--- config.mk ---
export PLATFORM = sky130hd
export DESIGN_NAME = tag_deconcat
export DESIGN_NICKNAME = d
export VERILOG_FILES = /design/src/rtl/tag_pkg.sv /design/src/rtl/tag_slot_bank.sv /design/src/rtl/tag_deconcat.sv
export SDC_FILE = /design/constraint.sdc
export NUM_CORES = 1
export LEC_CHECK = 0
export ABC_CLOCK_PERIOD_IN_PS = 2000
export BUFFER_PORTS_ARGS = -buffer_cell sky130_fd_sc_hd__buf_2
export CORE_MARGIN = 8
export CORE_UTILIZATION = 50
export DETAILED_ROUTE_END_ITERATION = 7
export GPL_TIMING_DRIVEN = 0
export HOLD_SLACK_MARGIN = 0.12
export PLACE_DENSITY = 0.76
export SYNTH_ARGS = -nofsm -noshare
export SYNTH_HDL_FRONTEND = slang
export SYNTH_SLANG_ARGS = --single-unit
--- constraint.sdc ---
create_clock -name clk -period 2 [get_ports clk]
set_input_delay 0.1 -clock clk [delete_from_list [all_inputs] [get_ports clk]]
set_output_delay 0.1 -clock clk [all_outputs]
set_load 0.01 [all_outputs]
--- src/rtl/tag_pkg.sv ---
// Shared widths, FSM state codes and entry field-slice helpers for the tag deconcat block.
package tag_pkg;

  localparam logic [1:0] IDLE   = 2'd0;
  localparam logic [1:0] UNPACK = 2'd1;
  localparam logic [1:0] DONE   = 2'd2;

  function automatic int unsigned vw(input int unsigned size);
    return $clog2(size);
  endfunction

  function automatic int unsigned tw(input int unsigned k);
    return $clog2(k);
  endfunction

  function automatic int unsigned ew(input int unsigned size, input int unsigned k);
    return vw(size) + tw(k);
  endfunction

  // Entries are {tag, value}; callers pass the entry zero-extended to 32 bits.
  function automatic logic [31:0] entry_value(input logic [31:0] entry,
                                              input int unsigned vwid);
    return entry & ((32'd1 << vwid) - 32'd1);
  endfunction

  function automatic logic [31:0] entry_tag(input logic [31:0] entry,
                                            input int unsigned vwid,
                                            input int unsigned twid);
    return (entry >> vwid) & ((32'd1 << twid) - 32'd1);
  endfunction

endpackage

--- src/rtl/tag_slot_bank.sv ---
// K lane registers with one tag-addressed write port, a synchronous clear, and (with
// TAG_CHECK_EN) a seen mask plus duplicate-write detect.
module tag_slot_bank
  import tag_pkg::*;
#(
  parameter int unsigned VW = 3,
  parameter int unsigned K  = 2,
  parameter int unsigned TW = 1
) (
  input  logic              clk,
  input  logic              rst_n,
  input  logic              i_clr,
  input  logic              i_wr_en,
  input  logic [TW-1:0]     i_wr_tag,
  input  logic [VW-1:0]     i_wr_value,
  output logic [VW*K-1:0]   o_slots
`ifdef TAG_CHECK_EN
  ,
  output logic [K-1:0]      o_seen,
  output logic              o_dup
`endif
);

  logic [K-1:0][VW-1:0] r_slots;

  always_ff @(posedge clk or negedge rst_n) begin
    if (!rst_n) begin
      r_slots <= '0;
    end else if (i_clr) begin
      r_slots <= '0;
    end else if (i_wr_en) begin
      r_slots[i_wr_tag] <= i_wr_value;
    end
  end

  assign o_slots = r_slots;

`ifdef TAG_CHECK_EN
  logic [K-1:0] r_seen;

  always_ff @(posedge clk or negedge rst_n) begin
    if (!rst_n) begin
      r_seen <= '0;
    end else if (i_clr) begin
      r_seen <= '0;
    end else if (i_wr_en) begin
      r_seen[i_wr_tag] <= 1'b1;
    end
  end

  assign o_seen = r_seen;
  assign o_dup  = i_wr_en & r_seen[i_wr_tag];
`endif

endmodule

--- src/rtl/tag_deconcat.sv ---
// Rebuilds K value lanes from a packed bus of {tag, value} entries, one entry per cycle.
// Optional macro TAG_CHECK_EN adds duplicate/missing/out-of-range tag reporting on o_err.
module tag_deconcat
  import tag_pkg::*;
#(
  parameter int unsigned SIZE = 8,
  parameter int unsigned K    = 2,
  localparam int unsigned VW  = vw(SIZE),
  localparam int unsigned TW  = tw(K),
  localparam int unsigned EW  = ew(SIZE, K)
) (
  input  logic              clk,
  input  logic              rst_n,
  input  logic              i_in_valid,
  output logic              o_in_ready,
  input  logic [EW*K-1:0]   i_in,
  output logic              o_out_valid,
  input  logic              i_out_ready,
  output logic [VW*K-1:0]   o_num_out,
  output logic              o_err,
  output logic              o_busy
);

  logic [1:0]        r_state;
  logic [1:0]        w_state_next;
  logic [EW*K-1:0]   r_in;
  logic [TW-1:0]     r_idx;
  logic [EW-1:0]     w_entry;
  logic [TW-1:0]     w_tag;
  logic [VW-1:0]     w_value;
  logic              w_tag_ok;
  logic              w_accept;
  logic              w_unpack;
  logic              w_wr_en;
  logic              w_last;
  logic              w_err;
  logic [VW*K-1:0]   w_slots;

  assign w_entry  = r_in[r_idx*EW +: EW];
  assign w_tag    = TW'(entry_tag(32'(w_entry), VW, TW));
  assign w_value  = VW'(entry_value(32'(w_entry), VW));
  // Only reachable as false when K is not a power of two.
  assign w_tag_ok = 32'(w_tag) < K;
  assign w_accept = i_in_valid && (r_state == IDLE);
  assign w_unpack = (r_state == UNPACK);
  assign w_wr_en  = w_unpack && w_tag_ok;
  assign w_last   = (r_idx == TW'(K - 1));

  always_comb begin
    w_state_next = r_state;
    case (r_state)
      IDLE:    if (w_accept)    w_state_next = UNPACK;
      UNPACK:  if (w_last)      w_state_next = DONE;
      DONE:    if (i_out_ready) w_state_next = IDLE;
      default:                  w_state_next = IDLE;
    endcase
  end

  always_ff @(posedge clk or negedge rst_n) begin
    if (!rst_n) begin
      r_state <= IDLE;
      r_in    <= '0;
      r_idx   <= '0;
    end else begin
      r_state <= w_state_next;
      if (w_accept) begin
        r_in  <= i_in;
        r_idx <= '0;
      end else if (w_unpack && !w_last) begin
        r_idx <= r_idx + TW'(1);
      end
    end
  end

`ifdef TAG_CHECK_EN
  logic [K-1:0] w_seen;
  logic         w_dup;
  logic         r_err;

  tag_slot_bank #(
    .VW (VW),
    .K  (K),
    .TW (TW)
  ) u_slot_bank (
    .clk        (clk),
    .rst_n      (rst_n),
    .i_clr      (w_accept),
    .i_wr_en    (w_wr_en),
    .i_wr_tag   (w_tag),
    .i_wr_value (w_value),
    .o_slots    (w_slots),
    .o_seen     (w_seen),
    .o_dup      (w_dup)
  );

  always_ff @(posedge clk or negedge rst_n) begin
    if (!rst_n) begin
      r_err <= 1'b0;
    end else if (w_accept) begin
      r_err <= 1'b0;
    end else if (w_unpack && (!w_tag_ok || w_dup)) begin
      r_err <= 1'b1;
    end
  end

  // A lane nobody wrote is as much an error as a lane written twice.
  assign w_err = r_err | ~&w_seen;
`else
  tag_slot_bank #(
    .VW (VW),
    .K  (K),
    .TW (TW)
  ) u_slot_bank (
    .clk        (clk),
    .rst_n      (rst_n),
    .i_clr      (w_accept),
    .i_wr_en    (w_wr_en),
    .i_wr_tag   (w_tag),
    .i_wr_value (w_value),
    .o_slots    (w_slots)
  );

  assign w_err = 1'b0;
`endif

  assign o_in_ready  = (r_state == IDLE);
  assign o_out_valid = (r_state == DONE);
  assign o_busy      = (r_state == UNPACK) || (r_state == DONE);
  assign o_num_out   = o_out_valid ? w_slots : '0;
  assign o_err       = o_out_valid & w_err;

endmodule

* Word-level counts from Yosys, hierarchy flattened
Index checks and enable logic that the tools add are counted.
** Storage, ports and cells
- Input bits :: 12
- Logic and storage cells :: 35
- Output and inout bits :: 10
- Bits in registers :: 17
** Operators by class
- Order comparisons :: 2
- Equal/unequal tests :: 5
- Reduce and logical (&&, ||, !) cells :: 9
- Mux-type cells :: 12
- Shift operators :: 1
- $add $sub $neg :: 1
** Operator list (count)
- 2-to-1 mux 6 bit :: 3
- variable part select 8 x 4 -> 4 bit :: 1
- bitwise mux 6 bit :: 1
- 2-to-1 mux 2 bit :: 3
- one-hot mux 2 bit (3 select lines) :: 1
- != test 2 x 1 -> 1 bit, second input constant :: 2
- nonzero test 2 bit :: 2
- demux 3 bit (select 1 bit) :: 1
- logical AND 1 bit :: 3
- 2-to-1 mux 3 bit :: 1
- AND reduction 3 bit :: 1
- == test 2 x 1 -> 1 bit, second input constant :: 1
- == test 2 bit, second input constant :: 1
- logical NOT 2 bit :: 1
- < comparator 1 x 2 -> 1 bit, second input constant :: 1
- 2-to-1 mux 1 bit :: 2
- != test 2 bit, second input constant :: 1
- adder 1 bit, second input constant :: 1
- >= comparator 1 bit, second input constant :: 1
- logical NOT 1 bit :: 1
- logical OR 1 bit :: 1

* Logic depth before layout (Yosys ltp)
- Depth in word-level cells :: 8
- Mapped depth :: 5
- Gate-level depth less buffers :: 4

* Hierarchy
From an unflattened synthesis, not the netlist that was laid out.
** Unflattened totals
- Cells, all modules :: 71
- Area total of the unflattened synthesis :: 868.3 sq um
** By module, submodules not included
- tag_deconcat :: cells an instance 47, seq. area each 275.3 sq um, times used 1, area an instance 575.6 sq um
- tag_slot_bank :: cells an instance 24, seq. area each 150.1 sq um, times used 1, area an instance 292.8 sq um

* Worst setup path before layout
Ideal clock, no wire load.
- Path kind :: flip-flop to flip-flop
- From :: register r_state[0]
- To :: register r_state[0]
- Setup slack :: 391 ps
- Period minus slack after synthesis :: 1609 ps
- Library setup time :: 125 ps
- Cell stages (with the launch flop) :: 5
- Required time :: 1875 ps
- Data arrival time :: 1484 ps
- Path buffers :: 0
- Cell sequence :: dfrtp_1 > inv_1 > ha_1 > a222oi_1 > mux2_2
** Between the ends
- Longest elaborated chain between the ends :: 4
- Elaborated cells on any way between the ends :: 9
- Classes of those cells :: 5 x eq/ne; 1 x mux; 3 x reduce/logical
** RTL lines
- start, declared :: RTL line tag_deconcat.sv:24 : logic [1:0] r_state;
- start signal, assigned :: RTL line tag_deconcat.sv:65 : r_state <= w_state_next;
- logical NOT 2 bit *
- named net o_in_ready :: RTL line tag_deconcat.sv:15 : output logic o_in_ready,
- logical AND 1 bit :: RTL line tag_deconcat.sv:44 : assign w_accept = i_in_valid && (r_state == IDLE);
- != test 2 x 1 -> 1 bit (no line)
- AND reduction 3 bit (no line)
The timed path passes the listed nets; every way through them passes the cells marked *.
A chain may end at the register's enable or synchronous reset.

* Worst setup path in the final report
- From :: register r_state[0]
- To :: register r_in[5]
** Between the ends
- Longest elaborated chain between the ends :: 2
** RTL lines
- logical NOT 2 bit :: RTL line tag_deconcat.sv:44
- logical AND 1 bit :: RTL line tag_deconcat.sv:44
- end signal, assigned :: RTL line tag_deconcat.sv:67 : r_in <= i_in;
- end, declared :: RTL line tag_deconcat.sv:26 : logic [EW*K-1:0] r_in;
Every way passes these cells.

==> flow_summary_export.csv <==
group,metric,value,unit
timing,setup_tns,0,ns
placement,post-place-ws,0.279,ns
die,core_area,0.00167,mm²
clocking,cts_tree,"done",
drt,drtIter0Drc,15,
die,die_w,57.2,µm
die,die_area,0.00327,mm²
drt,met2_length,836,µm
drt,wl_per_cell,14.2,µm
synthesis,yosysSeqAreaShare,0.501,
finish,design_area,0.00109,mm²
critical_path,crit_end,"r_in[5]$_DFFE_PN0P_",
clocking,postCtsResizedCells,0,
global_route,grt_usage,0.107,
global_route,grt_pass1_wl,2720,µm
synthesis,yosysWarnings,0,
placement,dp.cells,105,
timing,fin_worst_skew,0.00325,ns
critical_path,r2r.worst_path.cells,5,
power_and_ir_drop,power-per-cell-area,1360,mW/mm²
drt,met1Wirelength,667,µm
critical_path,crit_path_max_fanout,10,
synthesis,yosys.cell_types.count,15,
clocking,post_cts_buffers,0,
critical_path,cp_data_required_time,2.19,ns
global_route,grt_overflow,0,
critical_path,critPathArrivalTime,1.91,ns
clocking,clk_pin_slew,0.10,ns
placement,place_hpwl,1180,µm
power_and_ir_drop,ir_drop,707,µV
finish,syn_to_final_growth,28.1,%
critical_path,path_class,"flip-flop to flip-flop",
drt,topRoutingLayerUsed,"met4",
clocking,htree_levels,1,
clocking,cts-hold-fix-buffers,9,
clocking,cts.sinks,17,
synthesis,synth_top_cell_area_share,0.501,
synthesis,syn_avg_cell_area,12.5,µm²
critical_path,cp-startpoint,"r_state[0]$_DFFE_PN0P_",
die,io-pin-count,22,
critical_path,end_kind,"flip-flop",
finish,fin_nets,119,
die,die_h,57.2,µm
finish,drive_gt1_frac,0.376,
global_route,grt_max_degree,18,
placement,portBuffers,20,
synthesis,ys_top_cells_by_area,"dfrtp_1 50%, mux2_2 15%, ha_1 7.4%, a32o_1 7.1%, mux2i_1 4.7%",
timing,slew_viol_final,0,
placement,globalplace.congestion,0.721,
drt,vias,615,
drt,totalWireLength,1680,µm
timing,rsz0062_at_grt,"false",
timing,fmax,582,MHz
global_route,grt_pass1_vias,632,
power_and_ir_drop,leakage,0.552,nW
drt,vias_per_cell,5.21,
critical_path,r2r-end,"r_in[5]$_DFFE_PN0P_",
synthesis,syn_area,850,µm²
job,max_cap_violations,0,
timing,setup_slack,0.280,ns
critical_path,start_kind,"flip-flop",
timing,period_share,0.860,
critical_path,ff2ff_setup_slack,0.28,ns
clocking,cts_buffers,3,
placement,placed_area,971,µm²
drt,wl_met3,139,µm
timing,fin_crit,1.72,ns
worst_hold_path,min_path_type,"input port to async pin",
clocking,clock_path_buffers,2,
timing,holdWs,0.242,ns
synthesis,syn_nets,85,
drt,ant_nets,0,
clocking,cts_root_buf,"clkbuf_4",
global_route,grt_antenna_before_repair,0,
drt,drc_errors,0,
synthesis,synth_cells,68,
die,fp-row-count,15,
synthesis,synth-seq-cells,17,
run_status,outcome,"finished clean",
finish,finish.utilization,0.652,
finish,fin_cells,118,
drt,drt_pre_antenna_iters,4,
timing,setup_viol,0,
clocking,clk_latency,0.29,ns
timing,hold_violations,0,
die,initial_core_util,0.509,
finish,diodes,0,
critical_path,reg2reg_from,"r_state[0]$_DFFE_PN0P_",
synthesis,synth.largest_area_cell,"dfrtp_1",
power_and_ir_drop,power.total,1.48,mW
==> worst max-delay path, stage by stage (launching register included) <==
cell	delay, ns
dfrtp_1	0.40
inv_1	0.09
ha_1	0.25
nand2_1	0.23
buf_2	0.28
mux2_2	0.36
==> area by class of cell <==
| type | count | area, µm² |
|---|---|---|
| fillers | 136 | 582 |
| flip-flops and latches | 17 | 425 |
| multi-input cells | 43 | 385 |
| repair buffers | 29 | 190 |
| clock buffers | 3 | 22.5 |
| well taps | 17 | 21.3 |
| plain buffers | 3 | 20.0 |
| inverters | 5 | 18.8 |
| clock inverters | 1 | 5.00 |
==> synth_stat cells (all sizes together) <==
library cell,n
a21oi,2
nor2b,3
inv,5
o21a,1
nand2,3
a222oi,1
a32o,6
mux2i,4
ha,5
mux2,11
and2,6
dfrtp,17
buf,3
conb,1
==> cells in the final DEF, fill, tap and decap left out <==
cell and instances:
a21oi_1 2, a222oi_1 1, and2_1 6, inv_1 5, clkinv_2 1, nand2_1 3, nor2b_1 3, mux2_2 11
dfrtp_1 17, conb_1 1, mux2i_1 4, a32o_1 6, ha_1 5, dlygate4sd3_1 9, buf_2 21, clkbuf_4 3
buf_4 2, o21a_1 1
==> routing by layer <==
metal | GRT usage | up-vias
met3 | 0.0493 | 5
met1 | 0.105 | 287
met5 | 0 | -
met2 | 0.180 | 20
li1 | - | 303
met4 | 0.0643 | 0
==> worst min-delay path by stage <==
| stage | from | to | slack (ns) |
|---|---|---|---|
| floorplan | rst_n | r_idx$_DFFE_PN0P_ | -0.20 |
| global placement | rst_n | u_slot_bank.o_slots[0]$_DFFE_PN0P_ | 0.03 |
| detailed placement | rst_n | u_slot_bank.o_slots[0]$_DFFE_PN0P_ | 0.04 |
| CTS | i_in_valid | u_slot_bank.o_slots[2]$_DFFE_PN0P_ | 0.24 |
| global route | i_in_valid | u_slot_bank.o_slots[2]$_DFFE_PN0P_ | 0.24 |
| finish | rst_n | u_slot_bank.o_slots[0]$_DFFE_PN0P_ | 0.24 |
==> power breakdown <==
group	total (mW)	leakage, nW	internal (mW)	switching [mW]
logic	0.725	0.324	0.371	0.353
clock network	0.186	0.0177	0.0745	0.111
registers	0.574	0.210	0.493	0.0806
==> state kept, by name, indices dropped and copies added (netlist names) <==
register and cells:
r_in 8, r_idx 1, u_slot_bank.o_slots 6, r_state 2
==> cell families after synthesis <==
| kind of cell | synth area share |
|---|---|
| adders and majority gates | 0.0736 |
| DFF | 0.501 |
| and+or+nand+nor | 0.0795 |
| AOI/OAI and AO/OA | 0.103 |
| other | 0.00441 |
| buffers and inverters | 0.0456 |
| muxes | 0.193 |
(Power assumes the default switching activity.)
